`src/rtl/dst_serializer_pkg.sv`:
```
`default_nettype none
// ============================================================================
//  Module      : dst_serializer_pkg
//  Description : Shared types and constants for the dst column serializer and
//                its companion per-column input loader.
//                - state_e     : serializer FSM states (PAR only reachable when
//                                DST_SERIALIZER_PARITY_EN is defined)
//                - DST_NUM_COLS: default number of dst columns
//                - DST_COL_W   : default width of one dst column
//                - cnt_width() : bit counter width for a given frame length
//  Revision    : 1.0 - initial release
// ============================================================================
package dst_serializer_pkg;

  typedef enum logic [1:0] {
    ST_IDLE  = 2'd0,
    ST_SHIFT = 2'd1,
    ST_PAR   = 2'd2
  } state_e;

  localparam int DST_NUM_COLS = 47;
  localparam int DST_COL_W    = 1;

  // The counter must be able to hold TOTAL_W (reached after the last data
  // bit when the parity bit follows), hence +1.
  function automatic int cnt_width(input int total_w);
    return $clog2(total_w + 1);
  endfunction

endpackage : dst_serializer_pkg
`default_nettype wire

```
`src/rtl/dst_serializer_if.sv`:
```
`default_nettype none
// ============================================================================
//  Module      : dst_serializer_if
//  Description : Capture/stream bus between the compressor dst outputs, the
//                serializer and the downstream observation pin.
//                dst_in    : flattened dst columns, column k at [k*COL_W +: COL_W]
//                capture   : one-cycle request to latch dst_in
//                out_data  : current serial bit
//                out_valid : out_data is valid
//                out_ready : downstream accepts the bit this cycle
//                out_last  : final bit of the frame
//                busy      : frame in progress
//                overrun   : sticky, a capture was dropped
//                modport master : source/observer side
//                modport slave  : serializer side
//  Revision    : 1.0 - initial release
// ============================================================================
interface dst_serializer_if
  import dst_serializer_pkg::*;
#(
  parameter int NUM_COLS = DST_NUM_COLS,
  parameter int COL_W    = DST_COL_W
);

  localparam int TOTAL_W = NUM_COLS * COL_W;

  logic [TOTAL_W-1:0] dst_in;
  logic               capture;
  logic               out_data;
  logic               out_valid;
  logic               out_ready;
  logic               out_last;
  logic               busy;
  logic               overrun;

  modport master (
    output dst_in, capture, out_ready,
    input  out_data, out_valid, out_last, busy, overrun
  );

  modport slave (
    input  dst_in, capture, out_ready,
    output out_data, out_valid, out_last, busy, overrun
  );

endinterface : dst_serializer_if
`default_nettype wire

```
`src/rtl/dst_serializer.sv`:
```
`default_nettype none
// ============================================================================
//  Module      : dst_serializer
//  Description : Captures the parallel dst column bus in one cycle and streams
//                it out bit-serially, dst bit 0 first, over valid/ready.
//                Optional macro DST_SERIALIZER_PARITY_EN appends one even
//                parity bit (XOR of the frame) as the final, out_last bit.
//  Ports       : clk  - clock, all logic on posedge
//                rst  - synchronous active-high reset
//                bus  - dst_serializer_if.slave (dst_in, capture, out_ready in;
//                       out_data, out_valid, out_last, busy, overrun out)
//  Revision    : 1.0 - initial release
// ============================================================================
module dst_serializer
  import dst_serializer_pkg::*;
#(
  parameter int NUM_COLS = DST_NUM_COLS,
  parameter int COL_W    = DST_COL_W
) (
  input  logic                 clk,
  input  logic                 rst,
  dst_serializer_if.slave      bus
);

  localparam int TOTAL_W = NUM_COLS * COL_W;
  localparam int CNT_W   = cnt_width(TOTAL_W);
  localparam logic [CNT_W-1:0] LAST_IDX = CNT_W'(TOTAL_W - 1);

  state_e               state_q, state_d;
  logic [TOTAL_W-1:0]   shreg_q, shreg_d;
  logic [CNT_W-1:0]     cnt_q,   cnt_d;
  logic                 overrun_q, overrun_d;
`ifdef DST_SERIALIZER_PARITY_EN
  logic                 parity_q, parity_d;
`endif

  logic xfer;        // bit accepted downstream this cycle
  logic last_data;   // currently presenting data bit TOTAL_W-1
  logic frame_end;   // final transfer of the frame happens this cycle
  logic load;        // capture accepted this cycle

  assign last_data = (state_q == ST_SHIFT) && (cnt_q == LAST_IDX);
  assign xfer      = bus.out_valid && bus.out_ready;
  assign frame_end = xfer && bus.out_last;
  // A capture is only taken when idle or exactly on the final transfer, which
  // gives gap-free back-to-back frames.
  assign load      = bus.capture && ((state_q == ST_IDLE) || frame_end);

  // --------------------------------------------------------------------------
  // Outputs: all decoded from registered state, so they never depend
  // combinationally on out_ready or capture.
  // --------------------------------------------------------------------------
  assign bus.out_valid = (state_q != ST_IDLE);
  assign bus.busy      = (state_q != ST_IDLE);
  assign bus.overrun   = overrun_q;

`ifdef DST_SERIALIZER_PARITY_EN
  assign bus.out_last  = (state_q == ST_PAR);
  assign bus.out_data  = (state_q == ST_SHIFT) ? shreg_q[0] :
                         (state_q == ST_PAR)   ? parity_q   : 1'b0;
`else
  assign bus.out_last  = last_data;
  assign bus.out_data  = (state_q == ST_SHIFT) ? shreg_q[0] : 1'b0;
`endif

  // --------------------------------------------------------------------------
  // Next-state logic
  // --------------------------------------------------------------------------
  always_comb begin
    state_d   = state_q;
    shreg_d   = shreg_q;
    cnt_d     = cnt_q;
    overrun_d = overrun_q;
`ifdef DST_SERIALIZER_PARITY_EN
    parity_d  = parity_q;
`endif

    case (state_q)
      ST_IDLE: begin
        state_d = ST_IDLE;
      end
      ST_SHIFT: begin
        if (xfer) begin
          shreg_d = shreg_q >> 1;
          cnt_d   = cnt_q + CNT_W'(1);
          if (last_data) begin
`ifdef DST_SERIALIZER_PARITY_EN
            state_d = ST_PAR;
`else
            state_d = ST_IDLE;
`endif
          end
        end
      end
`ifdef DST_SERIALIZER_PARITY_EN
      ST_PAR: begin
        if (xfer) begin
          state_d = ST_IDLE;
        end
      end
`endif
      default: begin
        state_d = ST_IDLE;
      end
    endcase

    // An accepted capture overrides the frame-end return to IDLE.
    if (load) begin
      state_d = ST_SHIFT;
      shreg_d = bus.dst_in;
      cnt_d   = '0;
`ifdef DST_SERIALIZER_PARITY_EN
      parity_d = ^bus.dst_in;
`endif
    end

    if (bus.capture && !load) begin
      overrun_d = 1'b1;
    end
  end

  // --------------------------------------------------------------------------
  // State registers
  // --------------------------------------------------------------------------
  always_ff @(posedge clk) begin
    if (rst) begin
      state_q   <= ST_IDLE;
      shreg_q   <= '0;
      cnt_q     <= '0;
      overrun_q <= 1'b0;
`ifdef DST_SERIALIZER_PARITY_EN
      parity_q  <= 1'b0;
`endif
    end else begin
      state_q   <= state_d;
      shreg_q   <= shreg_d;
      cnt_q     <= cnt_d;
      overrun_q <= overrun_d;
`ifdef DST_SERIALIZER_PARITY_EN
      parity_q  <= parity_d;
`endif
    end
  end

endmodule : dst_serializer
`default_nettype wire

```
`src/flat_wrapper.sv`:
```
// flat-port wrapper written by rule: the top's interface ports become plain ports
module dst_serializer_flat import dst_serializer_pkg::*;
#(
  parameter int NUM_COLS = DST_NUM_COLS,
  parameter int COL_W    = DST_COL_W
)
  (clk, rst, bus_dst_in, bus_capture, bus_out_ready, bus_out_data, bus_out_valid, bus_out_last, bus_busy, bus_overrun);
  dst_serializer_if #(.NUM_COLS(NUM_COLS), .COL_W(COL_W)) bus_i ();
  input  logic clk;
  input  logic rst;
  input wire logic [$bits(bus_i.dst_in)-1:0] bus_dst_in;
  input wire logic [$bits(bus_i.capture)-1:0] bus_capture;
  input wire logic [$bits(bus_i.out_ready)-1:0] bus_out_ready;
  output wire logic [$bits(bus_i.out_data)-1:0] bus_out_data;
  output wire logic [$bits(bus_i.out_valid)-1:0] bus_out_valid;
  output wire logic [$bits(bus_i.out_last)-1:0] bus_out_last;
  output wire logic [$bits(bus_i.busy)-1:0] bus_busy;
  output wire logic [$bits(bus_i.overrun)-1:0] bus_overrun;
  assign bus_i.dst_in = bus_dst_in;
  assign bus_i.capture = bus_capture;
  assign bus_i.out_ready = bus_out_ready;
  assign bus_out_data = bus_i.out_data;
  assign bus_out_valid = bus_i.out_valid;
  assign bus_out_last = bus_i.out_last;
  assign bus_busy = bus_i.busy;
  assign bus_overrun = bus_i.overrun;
  dst_serializer #(.NUM_COLS(NUM_COLS), .COL_W(COL_W)) u_core (.clk(clk), .rst(rst), .bus(bus_i));
endmodule
```
`config.mk`:
```
export PLATFORM = sky130hd
export DESIGN_NAME = dst_serializer_flat
export DESIGN_NICKNAME = d
export VERILOG_FILES = /design/src/rtl/dst_serializer_pkg.sv /design/src/rtl/dst_serializer_if.sv /design/src/rtl/dst_serializer.sv /design/src/flat_wrapper.sv
export SDC_FILE = /design/constraint.sdc
export NUM_CORES = 1
export LEC_CHECK = 0
export ABC_CLOCK_PERIOD_IN_PS = 4700
export CELL_PAD_IN_SITES_DETAIL_PLACEMENT = 1
export CELL_PAD_IN_SITES_GLOBAL_PLACEMENT = 1
export CORE_MARGIN = 2
export CORE_UTILIZATION = 35
export DETAILED_ROUTE_END_ITERATION = 10
export GPL_TIMING_DRIVEN = 0
export PLACE_DENSITY_LB_ADDON = 0.12
export SETUP_SLACK_MARGIN = 0.3
export SYNTH_ARGS = -nofsm -noshare
export SYNTH_HDL_FRONTEND = slang
export SYNTH_SLANG_ARGS = --single-unit
```
`constraint.sdc`:
```
create_clock -name clk -period 4.7 [get_ports clk]
set_input_delay 1.175 -clock clk [delete_from_list [all_inputs] [get_ports clk]]
set_output_delay 1.175 -clock clk [all_outputs]
set_load 0.03 [all_outputs]
```
==> results <==
- The post-synthesis sequential element count is between 50 and 60.
- Of all cell types, the one taking the most synthesized area is sky130_fd_sc_hd__dfxtp_1.
- Entering global routing, the biggest net connects 15 pins.
- The synthesized design contains 0 enable-type register cells.
- The highest metal layer used by the detailed router is met4.
- The routed metal-1 wirelength is ~6 mm.
- The post-route DRC violation count is 0.
- For this block, the via count after detailed routing is 3884.
- The region available for standard cell placement spans between 10000 and 15000 um2.
- Setup repair after global routing left no endpoint under its margin.
- The CTS sink count is 55.
- Counting flops with an async set or reset pin after synthesis yields a share of 0%.
- In the detailed route, the total length drawn on met2 is 6.488 mm.
- The horizontal extent of the die is 108.6 um.
- The required time reported for the critical path endpoint is 3520 ps.
- The routed design has 13.26 mm of wire.
- VDD sags by at most 107.0 uV.
- The detail route stage leaves a number of antenna-violating nets equal to 0.
- The average wire length per cell after detail routing is roughly 21 um.
- Setup slack on the critical path of the routed design comes to roughly 1200 ps.
- The total count of max-transition violations in the final report is 0.
- The top-area cell type share of the netlist area is between 20% and 30%.
- The die extent in y is 108.6 um.
- The fraction of the yosys area taken by sequential cells is around 29%.
- The critical path's largest stage delay is approximately 700 ps.
- The number of instances resized during post-cts repair is 0.
- Once placement finished, the instance area stood at 4526 um2.
- The maximum root-to-sink buffer count is 2.
- The main flop type after synthesis is sky130_fd_sc_hd__dfxtp_1.
- The post-synth net total is a little under 500.
- The finished cells cover between 4000 and 5000 um2.
- The leakage power of the design is 1.732 nW.
- Static timing analysis puts the maximum clock frequency at 289.4 MHz.
- The peak fanout along the critical path is 10.
- In this run, CTS created clock tree buffers numbering 5.
- In this run the worst setup path begins at u_core.cnt_q[0].
- The number of input and output port buffers inserted is 52.
- The number of warnings reported in the yosys synthesis log is 0.
- The worst setup path is captured at an output port.
- The initial antenna violation count is 0.
- Synthesis instantiated 35 different standard cells from the library.
- The global-route congestion overflow total is 0.
- For this design the ratio of total power to cell area is about 240 nW/um2.
- The first routing iteration left roughly 220 violations.
- The top cell types in the final layout, fill and taps aside, are sky130_fd_sc_hd__dfxtp_1 (55), sky130_fd_sc_hd__clkdlybuf4s50_1 (52), sky130_fd_sc_hd__o21ai_0 (49), sky130_fd_sc_hd__mux2i_1 (47).
- The area of the die is 11800 um2.
- The launch instance of the worst register-to-register path is u_core.cnt_q[0].
- Summing internal, switching and leakage power gives roughly 1.1 mW.
- Relative to the synthesized area, the layout overhead comes to 20.06%.
- The clock insertion delay at the later pin of the skew report is 320 ps.
- Detailed routing placed a total of 488 um of wire on met3.
- Data on the critical path arrives at its endpoint at between 2000 and 2500 ps.
- The clock tree root buffer cell is sky130_fd_sc_hd__clkbuf_8.
- The total count of hold-check failures in the final report was 0.
- At the end of routability-driven placement, the weighted congestion stood at 0.7862.
- The hold-fix buffer count after cts is 0.
- In the post-synthesis netlist, the biggest area contributors are sky130_fd_sc_hd__dfxtp_1 (29%), sky130_fd_sc_hd__mux2i_1 (12%), sky130_fd_sc_hd__a211o_1 (11%).
- For this design the top-level I/O count stands at 56.
- TritonCTS built the clock tree.
- The final setup violation count is 0.
- The via count of the first global-routing pass is 4005.
- Dividing the detail-routed via count by the number of cells gives ~6.1.
- The detailed-routing iteration count for the pre-antenna-repair pass is 4.
- The category of the critical setup timing path is flop to output port.
- The initial cell density of the core is between 30% and 40%.
- The number of standard-cell rows in the floorplan is 38.
- After routing, the total negative slack on setup checks comes to 0 ps.
- The hold path startpoint is u_core.bus.overrun.
- The path category of the worst min-delay check is flop to flop.
- Clock-pin slew was measured on the worst setup and hold paths at 100 ps.
- The final net count is between 500 and 600.
- The HPWL after detailed placement is about 9 mm.
- The final critical path takes up 73.51% of the cycle.
- The total global-route track usage is between 20% and 30%.
- The headroom to the max-slew limit is 61.37%.
- The cell with the largest stage delay on the worst path is sky130_fd_sc_hd__clkdlybuf4s50_1.
- In the synthesized netlist, the number of instances is 437.
- On the final layout, the worst clock skew is 13.79 ps.
- The first global-routing pass estimated around 22 mm of wire.
- The pin slew with the least headroom to its limit is ~580 ps.
- The post-CTS setup buffer count is 0.
- In the final layout, the share of cells above drive strength 1 is 9.091%.
- The critical path goes through inv_1, ha_1, nand3b_4, clkbuf_1, nor3_1, clkdlybuf4s50_1.
- The run finished with clean final reports.
- The synthesized area is around 3800 um2.
- The count of inserted antenna diode cells is 0.
- STA classifies the critical path startpoint as a flop.
- A synthesized cell averages around 8.8 um2.
- In this run the number of H-tree levels came out at 2.
- Counting I/O delays and the setup requirement, the final critical path takes 3455 ps.
- The worst-case setup slack after placement is 1574 ps.
- Hold is met by approximately 460 ps.
- The library cell used most frequently in the layout, excluding fill and tap cells, is sky130_fd_sc_hd__dfxtp_1.
- The number of max-cap violations is 0.
Yosys cell counts (3+ instances only):
cell type and n:
sky130_fd_sc_hd__a21oi_1 44, sky130_fd_sc_hd__or3_1 4, sky130_fd_sc_hd__a211oi_1 3, sky130_fd_sc_hd__a31oi_1 5
sky130_fd_sc_hd__a211o_1 46, sky130_fd_sc_hd__buf_2 18, sky130_fd_sc_hd__nand3_1 4, sky130_fd_sc_hd__mux2i_1 47
sky130_fd_sc_hd__buf_4 10, sky130_fd_sc_hd__a41oi_1 41, sky130_fd_sc_hd__nand2_1 3, sky130_fd_sc_hd__clkbuf_1 28
sky130_fd_sc_hd__dfxtp_1 55, sky130_fd_sc_hd__nand4_1 5, sky130_fd_sc_hd__o21ai_0 49, sky130_fd_sc_hd__and2_1 3
sky130_fd_sc_hd__inv_1 4, sky130_fd_sc_hd__nor3b_1 46
area by class of cell:
cell class	count	area, um2
clock buffer	6	72.57
sequential	55	1101
inverter	5	18.77
fill	1313	6147
buffer	60	332.8
timing repair buffer	52	520.5
tap	140	175.2
multi-input combinational	317	2377
report_power, final:
group | switching (mW) | internal [mW] | total, mW
Clock | 0.168 | 0.101 | 0.269
Combinational | 0.144 | 0.143 | 0.286
Sequential | 0.0304 | 0.506 | 0.536
through the flow:
step                      utilization, %  std cells
final                              42.79        635
after global routing               42.79        635
after CTS                          42.79        635
after detailed placement           42.12        629
after global placement             42.12        629
after floorplan                        -        437
cells by family after synthesis:
logic type / after synthesis / synth area share (%)
buf+inv: 65 / 9.180
mux: 47 / 12.28
simple gates: 71 / 13.43
compound gates: 195 / 35.25
fa+ha+maj: 2 / 0.6533
flops: 55 / 28.75
xor+xnor: 2 / 0.4575
state kept, by name (all words and copies together), names as in the netlist:
name,cells
u_core.state_q,1
u_core.shreg_q,47
u_core.cnt_q,6
u_core.bus.overrun,1
worst max-delay path, delay by kind of cell (launching register included):
family                     cells  cell delay, ps
buffers and inverters          3            1020
and+or+nand+nor                2             380
DFF                            1             360
adders and majority gates      1             200
worst paths after layout:
path | endpoint | slack (ps) | cells after the start
worst max register to register | u_core.shreg_q[43] | 2960 | 7
worst max-delay path | bus_out_last | 1240 | 6
worst min-delay path | u_core.bus.overrun | 460 | 2
worst min register to register | u_core.bus.overrun | 460 | 2
metal layers:
layer	GRT usage, %	vias up
met5	0	-
met4	4.579	0
met3	2.652	6
met2	40.63	81
met1	31.22	1965
li1	-	1832
Note: power is estimated with default switching activity, not from simulation.
